[src/rtl/ok_fifo_pkg.sv]
// ok_fifo_pkg: shared geometry, types and pointer helpers for ok_fifo16x8
package ok_fifo_pkg;
    localparam int FIFO_DEPTH = 16;
    localparam int FIFO_AW = 4;
    localparam int FIFO_DW = 8;
    localparam int FIFO_PW = FIFO_AW + 1;
    typedef logic [FIFO_PW-1:0] ptr_t;
    typedef logic [FIFO_DW-1:0] data_t;
    function automatic logic [FIFO_PW-1:0] ptr_count(input ptr_t w, input ptr_t r);
        return w - r;
    endfunction
    // Same slot with opposite wrap bits means the writer is one lap ahead.
    function automatic logic ptr_full(input ptr_t w, input ptr_t r);
        return (w[FIFO_AW-1:0] == r[FIFO_AW-1:0]) && (w[FIFO_AW] != r[FIFO_AW]);
    endfunction
endpackage

[src/rtl/ok_fifo16x8_dram.sv]
// okDRAM16X8D: 16x8 dual-port distributed RAM, synchronous write, asynchronous read
module okDRAM16X8D
    import ok_fifo_pkg::*;
(
    input  logic               clk,
    input  logic               we,
    input  logic [FIFO_AW-1:0] waddr,
    input  logic [FIFO_DW-1:0] wdata,
    input  logic [FIFO_AW-1:0] raddr,
    output logic [FIFO_DW-1:0] rdata
);
    data_t mem [FIFO_DEPTH];
    always_ff @(posedge clk)
        if (we) mem[waddr] <= wdata;
    assign rdata = mem[raddr];
endmodule

[src/rtl/ok_fifo16x8.sv]
// ok_fifo16x8: 16x8 synchronous FIFO with registered flags and data output
// Define OK_FIFO_FWFT_EN for first-word-fall-through; undefined gives standard read latency.
module ok_fifo16x8
    import ok_fifo_pkg::*;
#(
    parameter int AFULL_THRESH = 12
) (
    input  logic               clk,
    input  logic               rst_n,
    input  logic               wr_en,
    input  logic [FIFO_DW-1:0] din,
    input  logic               rd_en,
    output logic [FIFO_DW-1:0] dout,
    output logic               full,
    output logic               almost_full,
    output logic               empty,
    output logic [FIFO_PW-1:0] count,
    output logic               overflow,
    output logic               underflow
);
    localparam logic [FIFO_PW-1:0] AF_LEVEL = FIFO_PW'(AFULL_THRESH);
    ptr_t wr_ptr, rd_ptr, wr_nxt, rd_nxt;
    data_t ram_q;
    logic wr_ok, ram_rd;
    logic [FIFO_PW-1:0] count_nxt;
    okDRAM16X8D u_ram (
        .clk   (clk),
        .we    (wr_ok),
        .waddr (wr_ptr[FIFO_AW-1:0]),
        .wdata (din),
        .raddr (rd_ptr[FIFO_AW-1:0]),
        .rdata (ram_q)
    );
    assign wr_ok  = wr_en && !full;
    assign wr_nxt = wr_ptr + FIFO_PW'(wr_ok);
    assign rd_nxt = rd_ptr + FIFO_PW'(ram_rd);
`ifdef OK_FIFO_FWFT_EN
    logic valid, valid_nxt, ram_avail;
    // ram_avail sees writes one edge late, giving the N+2 fall-through timing
    assign ram_rd    = ram_avail && (!valid || rd_en);
    assign valid_nxt = ram_rd || (valid && !rd_en);
    assign count_nxt = ptr_count(wr_nxt, rd_nxt) + FIFO_PW'(valid_nxt);
    assign empty     = !valid;
    always_ff @(posedge clk or negedge rst_n)
        if (!rst_n) begin
            valid     <= 1'b0;
            ram_avail <= 1'b0;
        end else begin
            valid     <= valid_nxt;
            ram_avail <= wr_ptr != rd_nxt;
        end
`else
    assign ram_rd    = rd_en && !empty;
    assign count_nxt = ptr_count(wr_nxt, rd_nxt);
    always_ff @(posedge clk or negedge rst_n)
        if (!rst_n) empty <= 1'b1;
        else empty <= wr_nxt == rd_nxt;
`endif
    always_ff @(posedge clk or negedge rst_n)
        if (!rst_n) begin
            wr_ptr      <= '0;
            rd_ptr      <= '0;
            dout        <= '0;
            full        <= 1'b0;
            almost_full <= 1'b0;
            count       <= '0;
            overflow    <= 1'b0;
            underflow   <= 1'b0;
        end else begin
            wr_ptr      <= wr_nxt;
            rd_ptr      <= rd_nxt;
            dout        <= ram_rd ? ram_q : dout;
            full        <= ptr_full(wr_nxt, rd_nxt);
            almost_full <= count_nxt >= AF_LEVEL;
            count       <= count_nxt;
            overflow    <= wr_en && full;
            underflow   <= rd_en && empty;
        end
endmodule

[config.mk]
export PLATFORM = sky130hd
export DESIGN_NAME = ok_fifo16x8
export DESIGN_NICKNAME = d
export VERILOG_FILES = /design/src/rtl/ok_fifo_pkg.sv /design/src/rtl/ok_fifo16x8_dram.sv /design/src/rtl/ok_fifo16x8.sv
export SDC_FILE = /design/constraint.sdc
export NUM_CORES = 1
export LEC_CHECK = 0
export CAP_MARGIN = 0
export CORE_ASPECT_RATIO = 1.25
export CORE_MARGIN = 4
export CORE_UTILIZATION = 30
export CTS_CLUSTER_DIAMETER = 100
export DETAILED_ROUTE_END_ITERATION = 8
export GPL_TIMING_DRIVEN = 0
export HOLD_SLACK_MARGIN = 0.12
export PLACE_DENSITY_LB_ADDON = 0.1
export SLEW_MARGIN = 15
export SYNTH_ARGS = -nofsm -noshare
export SYNTH_HDL_FRONTEND = slang
export SYNTH_SLANG_ARGS = --single-unit
[constraint.sdc]
create_clock -name clk -period 3.1 [get_ports clk]
set_clock_uncertainty 0.05 [all_clocks]
set_input_delay 0.775 -clock clk [delete_from_list [all_inputs] [get_ports clk]]
set_output_delay 0.775 -clock clk [all_outputs]
set_load 0.05 [all_outputs]
-- After elaboration in Yosys (flattened, before gate mapping)
Memory sizes are Yosys's and may differ from the RTL's. A register that Yosys moved wholly into a read port is not among the register bits.
Index checks and enable logic that the tools add are counted.
- add/sub/neg operators: 3
- $lt $le $gt $ge: 1
- equality and inequality tests: 3
- mux-type cells: 2
- reduce and logical (&&, ||, !) cells: 8
- operators by type and width (cell ; count):
    $add 5x1->5 ; 2
    $eq 5x5->1 ; 1
    $ge 5x4->1 const B ; 1
    $logic_and 1x1->1 ; 5
    $sub 5x5->5 ; 1
    $eq 4x4->1 ; 1
    $logic_not 1->1 ; 3
    $mux 1 ; 2
    $ne 1x1->1 ; 1
- register bits: 20
- memory bits (writable): 128
- bits of input ports: 12
- memories: 1
- memories (name ; words ; width ; rd ports ; clocked after Yosys merged registers in ; wr ports ; RTL line ; RTL):
    u_ram.mem ; 16 ; 8 ; 1 ; 1 ; 1 ; ok_fifo16x8_dram.sv:12 ; data_t mem [FIFO_DEPTH];

-- Depth between registers and ports, before layout
Gate-level depths: netlist (run 1).
- word-level depth: 5
- gate-level depth with buffers: 11
- mapped depth without buffers: 11

-- By module
A second synthesis (run 1) with hierarchy kept.
- cells, all modules: 304
- area, all modules: 6192.2 um^2
- by module, submodules not included (module ; instances ; cells each ; area each (um^2) ; seq. area each (um^2)):
    okDRAM16X8D ; 1 ; 221 ; 4987.3 ; 3843.7
    ok_fifo16x8 ; 1 ; 83 ; 1204.9 ; 701.9

-- Worst setup path after synthesis (run 1)
OpenSTA, ideal clock, no wires.
- path kind: in2reg
- from: input port rd_en
- to: register count[4]
- setup time: 0.127 ns
- data arrival time: 2.659 ns
- data required time: 2.923 ns
- path slack: 0.264 ns
- stages: 11
- path buffers: 1
- path through: nor2b_1 > buf_6 > ha_1 > ha_1 > xnor2_1 > ha_1 > inv_1 > o221ai_1 > a31oi_1 > nor3_1 > or2_2
- longest elaborated chain between the ends: 3
- RTL lines (item ; RTL line ; RTL):
    start: declaration ; ok_fifo16x8.sv:12 ; input logic rd_en,
    $logic_and 1x1->1 ; ok_fifo16x8.sv:53 ; assign ram_rd = rd_en && !empty;
    named net ram_rd ; ok_fifo16x8.sv:24 ; logic wr_ok, ram_rd;
    $add 5x1->5 ; ok_fifo16x8.sv:36 ; assign rd_nxt = rd_ptr + FIFO_PW'(ram_rd);
    $sub 5x5->5 ; ok_fifo_pkg.sv:10 ; return w - r;
    named net count_nxt[4] ; ok_fifo16x8.sv:25 ; logic [FIFO_PW-1:0] count_nxt;
    end signal: assignment ; ok_fifo16x8.sv:75 ; count <= count_nxt;
    end: declaration ; ok_fifo16x8.sv:17 ; output logic [FIFO_PW-1:0] count,
The timed path passes the listed nets, and every way through them passes these cells.

-- Final worst setup path (run 1)
Same ends and word-level chain as after synthesis.

==> reports/results.env, run 1 <==
POSTLAYOUTCELLAREA_SQ_UM=7540
DIE_X_MICRONS=137
NUM_VIAS=2899
Y_DIMENSION_OF_THE_DIE_MICRONS=169
FINAL-MAX-SLEW-VIOLATION-COUNT=0
TIMING.CRITICAL_PATH.FROM_TYPE='primary input'
POST_DP_CELL_AREA_SQ_UM=6890
FINAL_ANTENNA_NET_COUNT=0
SYNTH.LIB_CELLS_USED.DISTINCT=33
ROWS=58
SYNTH_TOP_FLOP_CELL='sky130_fd_sc_hd__edfxtp_1'
SYN-MEAN-INSTANCE-AREA_SQ_UM=21.3
PLACE.PORT_BUFFERS=29
ASYNCSETRESETFLOPFRACSYNTH_PCT=17.9
TIMING.HOLD.WORST.CLASS='in2async'
WORST-ENDPOINT-ARRIVAL_NS=3.16
ROUTEDWLPERCELL_MICRONS=22.2
MAX_CLOCK_FREQ_GHz=0.345
HTREE_LEVELS=4
DIODES=0
REQUIRED_NS=3.36
CLOCK_ROOT_CELL='sky130_fd_sc_hd__clkbuf_16'
WORST-SLEW-PIN-TRANSITION_NS=1.05
GROUTE.LAYER.MET1.USAGE_PCT=15.6
INITIAL_CORE_UTIL_PCT=30.7
DRTPASS1ITERATIONS=5
GR-USAGE-MET3_PCT=3.42
POWER_LEAKAGE_nW=2.61
GRT_PASS1_WL_MICRONS=20600
NUMBER_OF_CELLS_PRODUCED_BY_SYNTHESIS=292
SETUP_VIOL=0
NUM-NETS-FINAL=367
SYNTHESIS.NETS=311
SYNTH-SEQ-AREA-SHARE_PCT=73.0
YS_SEQ_ELEMENTS=156
LAYOUT_CELLS_SIZED_ABOVE_1_PCT=26.3
CTS-HOLD-FIX-BUFFERS=0
DIE_OUTLINE_AREA_SQ_UM=23100
WHS_NS=0.311
SHORTEST_CLOCK_PERIOD_THE_WORST_PATH_ALLOWS_AFTER_LAYOUT_NS=2.90
DPL_WORST_SLACK_NS=-0.520
YOSYSWARNINGS=0
GRT-OVFL-TOTAL=0
PEAKVDDDROP_V=0.000433
ENDPOINT_KIND='flip-flop'
MAXCAPVIOLATIONS=0
CLOCK_INSERTION_DELAY_WORST_SKEW_NS=0.42
FINALHOLDVIOLATIONS=0
RSZ_0062_RAISED_AFTER_GLOBAL_ROUTING='no'
REMAINING_DRC_ERRORS=0
PLACEABLECOREAREA_SQ_UM=20200
WORST-PATH-MAX-FANOUT=6
CTS_TREE='built'
MAXSLEWHEADROOM_PCT=29.4
CLK_PATH_BUF_DEPTH=2
CLKSINKCOUNT=156
RUN_STATUS='finished clean'
NUMBER_OF_ENABLE_TYPE_REGISTER_CELLS_IN_THE_SYNTHESIZED_NETLIST=128
INITIAL_ANTENNA_VIOLATION_COUNT=0
SETUP-TNS-FINAL_NS=0
DRT-INITIAL-DRC-COUNT=182
VIAS_PER_CELL=4.59
SYNTH.CELL_AREA_SQ_UM=6220
MAXIMUM_NUMBER_OF_PINS_ON_ONE_NET_BEFORE_GLOBAL_ROUTE_REPAIR=29
POWER_mW=8.05
POWERDENSITY_nW_PER_UM2=1070
TRACK_USAGE_PCT=13.0
GRT_MOST_USED_LAYER='met2'
PIN_COUNT=30
DETAIL_ROUTE.WIRELENGTH_MICRONS=14000
DP_CELLS=594
MET2_USAGE_PCT=22.6
PLACE.DETAILED.HPWL_MICRONS=9430
WORSTSETUPPATHTYPE='in2reg'
AREA_DELTA_SYNTH_FINAL_PCT=21.2
FINAL_MIN_PERIOD_OVER_CLOCK_PERIOD_PCT=93.6
FINAL-INSTANCE-COUNT-EXCL-FILL=631
FINAL_CORE_UTILIZATION_PCT=37.3
FINAL_CRITICAL_PATH_SETUP_SLACK_NS=0.199
PLACE_CONGESTION=0.707
CLK_TRANSITION_REPORTED_PATHS_NS=0.07
GRT_PASS1_VIAS=3048
CTS-BUFFERS-INSERTED=17
[sequential cells by signal, summed over array words and instances (netlist names)]
| signal | count |
|---|---|
| underflow | 1 |
| empty | 1 |
| count | 5 |
| dout | 8 |
| almost_full | 1 |
| full | 1 |
| rd_ptr | 5 |
| u_ram.mem | 128 |
| overflow | 1 |
| wr_ptr | 5 |
[per-layer routing]
metal / part of all wire [%] / routed length (microns)
met5: 0 / 0
met2: 54 / 7560
met4: 1.1 / 156
met3: 3.6 / 507
met1: 41 / 5780
[Yosys cell counts, types with 2 or more instances]
cell,n,share of area (%)
sky130_fd_sc_hd__xnor2_1,7,0.98
sky130_fd_sc_hd__ha_1,7,1.4
sky130_fd_sc_hd__mux4_2,22,8.0
sky130_fd_sc_hd__nand2b_1,2,0.20
sky130_fd_sc_hd__edfxtp_1,128,62
sky130_fd_sc_hd__mux2_4,8,1.9
sky130_fd_sc_hd__buf_6,4,0.72
sky130_fd_sc_hd__nand2_1,3,0.18
sky130_fd_sc_hd__nand3_1,5,0.40
sky130_fd_sc_hd__buf_4,2,0.24
sky130_fd_sc_hd__and2_1,2,0.20
sky130_fd_sc_hd__inv_1,10,0.60
sky130_fd_sc_hd__buf_2,3,0.24
sky130_fd_sc_hd__nor3_1,5,0.40
sky130_fd_sc_hd__nor2b_1,3,0.30
sky130_fd_sc_hd__buf_8,2,0.48
sky130_fd_sc_hd__nor2_1,15,0.90
sky130_fd_sc_hd__dfrtp_1,27,11
sky130_fd_sc_hd__nand3b_1,2,0.24
sky130_fd_sc_hd__mux4_1,18,7.6
sky130_fd_sc_hd__xor2_1,5,0.70
[where the power goes]
part	internal [mW]	switching (mW)	total [mW]
Clock	1.19	0.844	2.03
Sequential	2.67	0.174	2.84
Combinational	1.43	1.75	3.18
[worst max-delay path, cell delays in order]
cell and delay (ns):
sky130_fd_sc_hd__clkdlybuf4s50_1 0.41, sky130_fd_sc_hd__nor2b_2 0.16, sky130_fd_sc_hd__buf_6 0.12, sky130_fd_sc_hd__ha_2 0.19
sky130_fd_sc_hd__ha_1 0.35, sky130_fd_sc_hd__xnor2_2 0.16, sky130_fd_sc_hd__ha_1 0.20, sky130_fd_sc_hd__inv_1 0.08
sky130_fd_sc_hd__o221ai_2 0.11, sky130_fd_sc_hd__a31oi_1 0.22, sky130_fd_sc_hd__nor3_1 0.09, sky130_fd_sc_hd__or2_2 0.30
[final cells by class]
| cell class | count | area [sq um] |
|---|---|---|
| fillers | 1845 | 12700 |
| flip-flops and latches | 156 | 4550 |
| multi-input cells | 115 | 1590 |
| clock buffers | 18 | 429 |
| repair buffers | 37 | 349 |
| well taps | 270 | 338 |
| clock inverters | 14 | 145 |
| plain buffers | 11 | 105 |
| inverters | 10 | 37.5 |
[cell usage in the layout (no fill, tap or decap), types with 8 or more instances in the layout]
cell and count:
sky130_fd_sc_hd__buf_4 9, sky130_fd_sc_hd__clkbuf_16 17, sky130_fd_sc_hd__clkdlybuf4s50_1 28, sky130_fd_sc_hd__dfrtp_1 27, sky130_fd_sc_hd__edfxtp_1 128, sky130_fd_sc_hd__inv_1 10
sky130_fd_sc_hd__mux2_4 8, sky130_fd_sc_hd__mux4_1 18, sky130_fd_sc_hd__mux4_2 22, sky130_fd_sc_hd__nor2_1 15
[kinds of logic after synthesis]
kind of cell    synth area share (%)
simple gates                    3.18
buf+inv                         2.29
compound gates                 0.764
fa+ha+maj                       1.57
xor+xnor                        1.69
mux                             17.5
flops                           73.0
[worst paths after layout]
path                              start         to  slack [ns]  cells after the start
worst max-delay path              rd_en   count[4]        0.20                     12
worst min-delay path              rst_n    dout[5]        0.31                      1
worst max register to register    empty   count[4]        0.53                     11
worst min register to register  dout[6]    dout[6]        0.46                      1
max in group asynchronous         rst_n  rd_ptr[1]        2.27                      1
min in group clk                dout[6]    dout[6]        0.46                      1
[repair_timing]
item | 4_1_cts | 5_1_grt
setup endpoints to repair | 2 | 2
setup buffers | 0 | 5
gates resized for setup | 3 | 5
pin swaps | 0 | 2
(Power assumes the default switching activity.)
==> run 2, diff against run 1 <==
- SKIP_LAST_GASP: not set -> 1
==> results of run 2 <==
Same layout as run 1: the final DEF is identical, and so are final timing and power.
==> run 3, diff against run 2 <==
- CORE_UTILIZATION: 30 -> 52
- TNS_END_PERCENT: not set -> 10
==> run 3 against run 2 <==
Via count increased by 1.1%. Sequential cell count did not move. Register-to-register slack worse by 0.02 ns. Core utilization increased by 26 points. Count of clock-buffer cells in the layout fell by 1. Wire length is 14% lower. Critical path depth is the same. Critical path type unchanged.
==> reports/results.env, run 3 (synthesis gave the netlist of run 1 again) <==
RUN_STATUS='finished clean'
DIODES=0  # unchanged
CTS_TREE='built'
CLKSINKCOUNT=156  # unchanged
SETUP-TNS-FINAL_NS=0  # unchanged
TIMING.CRITICAL_PATH.FROM_TYPE='primary input'
PLACE.PORT_BUFFERS=29  # unchanged
VIAS_PER_CELL=5.68  # +24%
POWER_mW=7.90  # -1.8%
LAYOUT_CELLS_SIZED_ABOVE_1_PCT=24.5  # -1.8 points
CP_SLOWEST_STAGE_DELAY_NS=0.47  # +0.06 ns
DIE_X_MICRONS=106  # -23%
FINALHOLDVIOLATIONS=0  # unchanged
CTS-BUFFERS-INSERTED=17  # unchanged
CLOCK_ROOT_CELL='sky130_fd_sc_hd__clkbuf_16'
DRTPASS1ITERATIONS=4  # -1
MAX_CLOCK_FREQ_GHz=0.339  # -1.6%
MOSTFREQUENTLAYOUTCELLS='sky130_fd_sc_hd__edfxtp_1 (128), sky130_fd_sc_hd__clkdlybuf4s50_1 (28), sky130_fd_sc_hd__dfrtp_1 (27)'
WORST-ENDPOINT-ARRIVAL_NS=3.19  # +0.03 ns
DRT-INITIAL-DRC-COUNT=151  # -17%
WORST-SLEW-PIN-TRANSITION_NS=0.855  # -0.200 ns
FINAL_CRITICAL_PATH_SETUP_SLACK_NS=0.152  # -0.0476 ns
WORST-PATH-MAX-FANOUT=3  # -3
AREA_DELTA_SYNTH_FINAL_PCT=17.9
LAYOUT.CELLS.MOST_COMMON='sky130_fd_sc_hd__edfxtp_1'
NUM-FILL-CELLS=851  # -54%
DETAIL_ROUTE.WIRELENGTH_MICRONS=12100  # -14%
TIMING.HOLD.WORST.CLASS='in2async'
MAXCAPVIOLATIONS=0  # unchanged
WORSTSETUPPATHTYPE='in2reg'
FINAL_MIN_PERIOD_OVER_CLOCK_PERIOD_PCT=95.1  # +1.5 points
CLK_TRANSITION_REPORTED_PATHS_NS=0.06  # about the same
NUM-NETS-FINAL=361  # -1.6%
TRACK_USAGE_PCT=18.9  # +5.9 points
PEAKVDDDROP_V=0.000474  # +9.5%
SHORTEST_CLOCK_PERIOD_THE_WORST_PATH_ALLOWS_AFTER_LAYOUT_NS=2.95  # +0.0476 ns
GRT_PASS1_WL_MICRONS=17900  # -13%
REMAINING_DRC_ERRORS=0  # unchanged
Y_DIMENSION_OF_THE_DIE_MICRONS=130  # -23%
DIE_OUTLINE_AREA_SQ_UM=13800  # -40%
NUM_VIAS=2931  # +1.1%
REG.LARGEST.LIST='u_ram.mem x128, dout x8'
PLACEABLECOREAREA_SQ_UM=11700  # -42%
PLACE.DETAILED.HPWL_MICRONS=7820  # -17%
FINAL_CORE_UTILIZATION_PCT=62.9  # +26 points
INITIAL_ANTENNA_VIOLATION_COUNT=0  # unchanged
TIMING.CRITICAL_PATH.SLOWEST_STAGE_CELL='sky130_fd_sc_hd__clkdlybuf4s50_1'
REQUIRED_NS=3.34  # -0.02 ns
CLK_PATH_BUF_DEPTH=2  # unchanged
HTREE_LEVELS=4  # unchanged
WORST_PATH_MOST_REPEATED_CELL='sky130_fd_sc_hd__ha_1'
FINAL_ANTENNA_NET_COUNT=0  # unchanged
FINAL-MAX-SLEW-VIOLATION-COUNT=0  # unchanged
REGISTERS.TOP_BY_FF_COUNT='u_ram.mem'
POWER_LEAKAGE_nW=2.57  # -1.8%
LARGEST_REGISTER_FFS=128  # unchanged
CLOCK_INSERTION_DELAY_WORST_SKEW_NS=0.42  # about the same
R2R_CELLS=11  # unchanged
POWERDENSITY_nW_PER_UM2=1080  # +0.85%
DPL_WORST_SLACK_NS=-0.659  # -0.139 ns
ROUTEDWLPERCELL_MICRONS=23.4  # +5.6%
MAXIMUM_NUMBER_OF_PINS_ON_ONE_NET_BEFORE_GLOBAL_ROUTE_REPAIR=29  # unchanged
PLACE_CONGESTION=0.840  # +19%
REG2REG_SETUP_SLACK_NS=0.51  # -0.02 ns
RSZ_0062_RAISED_AFTER_GLOBAL_ROUTING='no'
GRT-OVFL-TOTAL=0  # unchanged
SETUP_VIOL=0  # unchanged
PIN_COUNT=30  # unchanged
ROWS=44  # -24%
GRT_PASS1_VIAS=3001  # -1.5%
INITIAL_CORE_UTIL_PCT=53.3  # +23 points
WORSTPATHCELLLIST='clkdlybuf4s50_1 -> nor2b_2 -> buf_6 -> ha_1 -> ha_4 -> xnor2_1 -> ha_1 -> inv_1 -> o221ai_2 -> a31oi_2 -> nor3_1 -> or2_2'
MAXSLEWHEADROOM_PCT=42.8  # +13 points
ENDPOINT_KIND='flip-flop'
## run 3: per-stage QoR
step	hold slack [ns]	cell area (sq um)	std cells
floorplan	0.428	6220	292
global placement	0.443	6720	482
detailed placement	0.443	6730	482
CTS	0.330	7290	515
global route	0.368	7340	516
finish	0.323	7340	516
## run 3: power by group
group	switching [mW]	leakage [nW]	total [mW]	internal [mW]
logic	1.72	0.812	3.12	1.41
registers	0.189	1.49	2.86	2.67
clock network	0.819	0.266	1.92	1.10
total	2.73	2.57	7.90	5.18
## run 3: critical path, delay by kind of cell
family,cells,cell delay (ns)
adders and majority gates,3,0.68
buffers and inverters,3,0.67
and+or+nand+nor,3,0.54
AOI/OAI and AO/OA,2,0.39
xor gates and xnor gates,1,0.14
## run 3: timing repair
item                                    CTS  global route
endpoints found under the setup margin   10             2
hold buffers                              0             0
pin swaps                                 1             1
endpoints found under the hold margin     0             0
gates resized for setup                   2             6
setup buffers                             1             1
## run 3: per-layer routing
layer | up-vias | track usage, % | share of wire [%]
met5 | - | 0 | 0
met4 | 0 | 7.77 | 1.6
met3 | 16 | 4.21 | 6.0
met2 | 86 | 32.3 | 53
met1 | 1538 | 23.7 | 39
li1 | 1291 | - | -
## run 3: cell type report
| cell class | count | area [sq um] | area share, % |
|---|---|---|---|
| timing repair buffer | 31 | 300 | 4.09 |
| buffer | 11 | 105 | 1.43 |
| clock inverter | 15 | 124 | 1.69 |
| sequential | 156 | 4550 | 61.9 |
| tap | 161 | 201 | 2.74 |
| inverter | 10 | 37.5 | 0.511 |
| clock buffer | 17 | 425 | 5.79 |
| multi-input combinational | 115 | 1600 | 21.8 |
## run 3: path summary, 6_finish.rpt
| path | from | end |
|---|---|---|
| min in group clk | wr_ptr[4] | wr_ptr[4] |
| worst min register to register | wr_ptr[4] | wr_ptr[4] |
| worst max register to register | empty | count[4] |
| max in group asynchronous | rst_n | wr_ptr[4] |
| worst max-delay path | rd_en | count[4] |
| worst min-delay path | rst_n | count[2] |
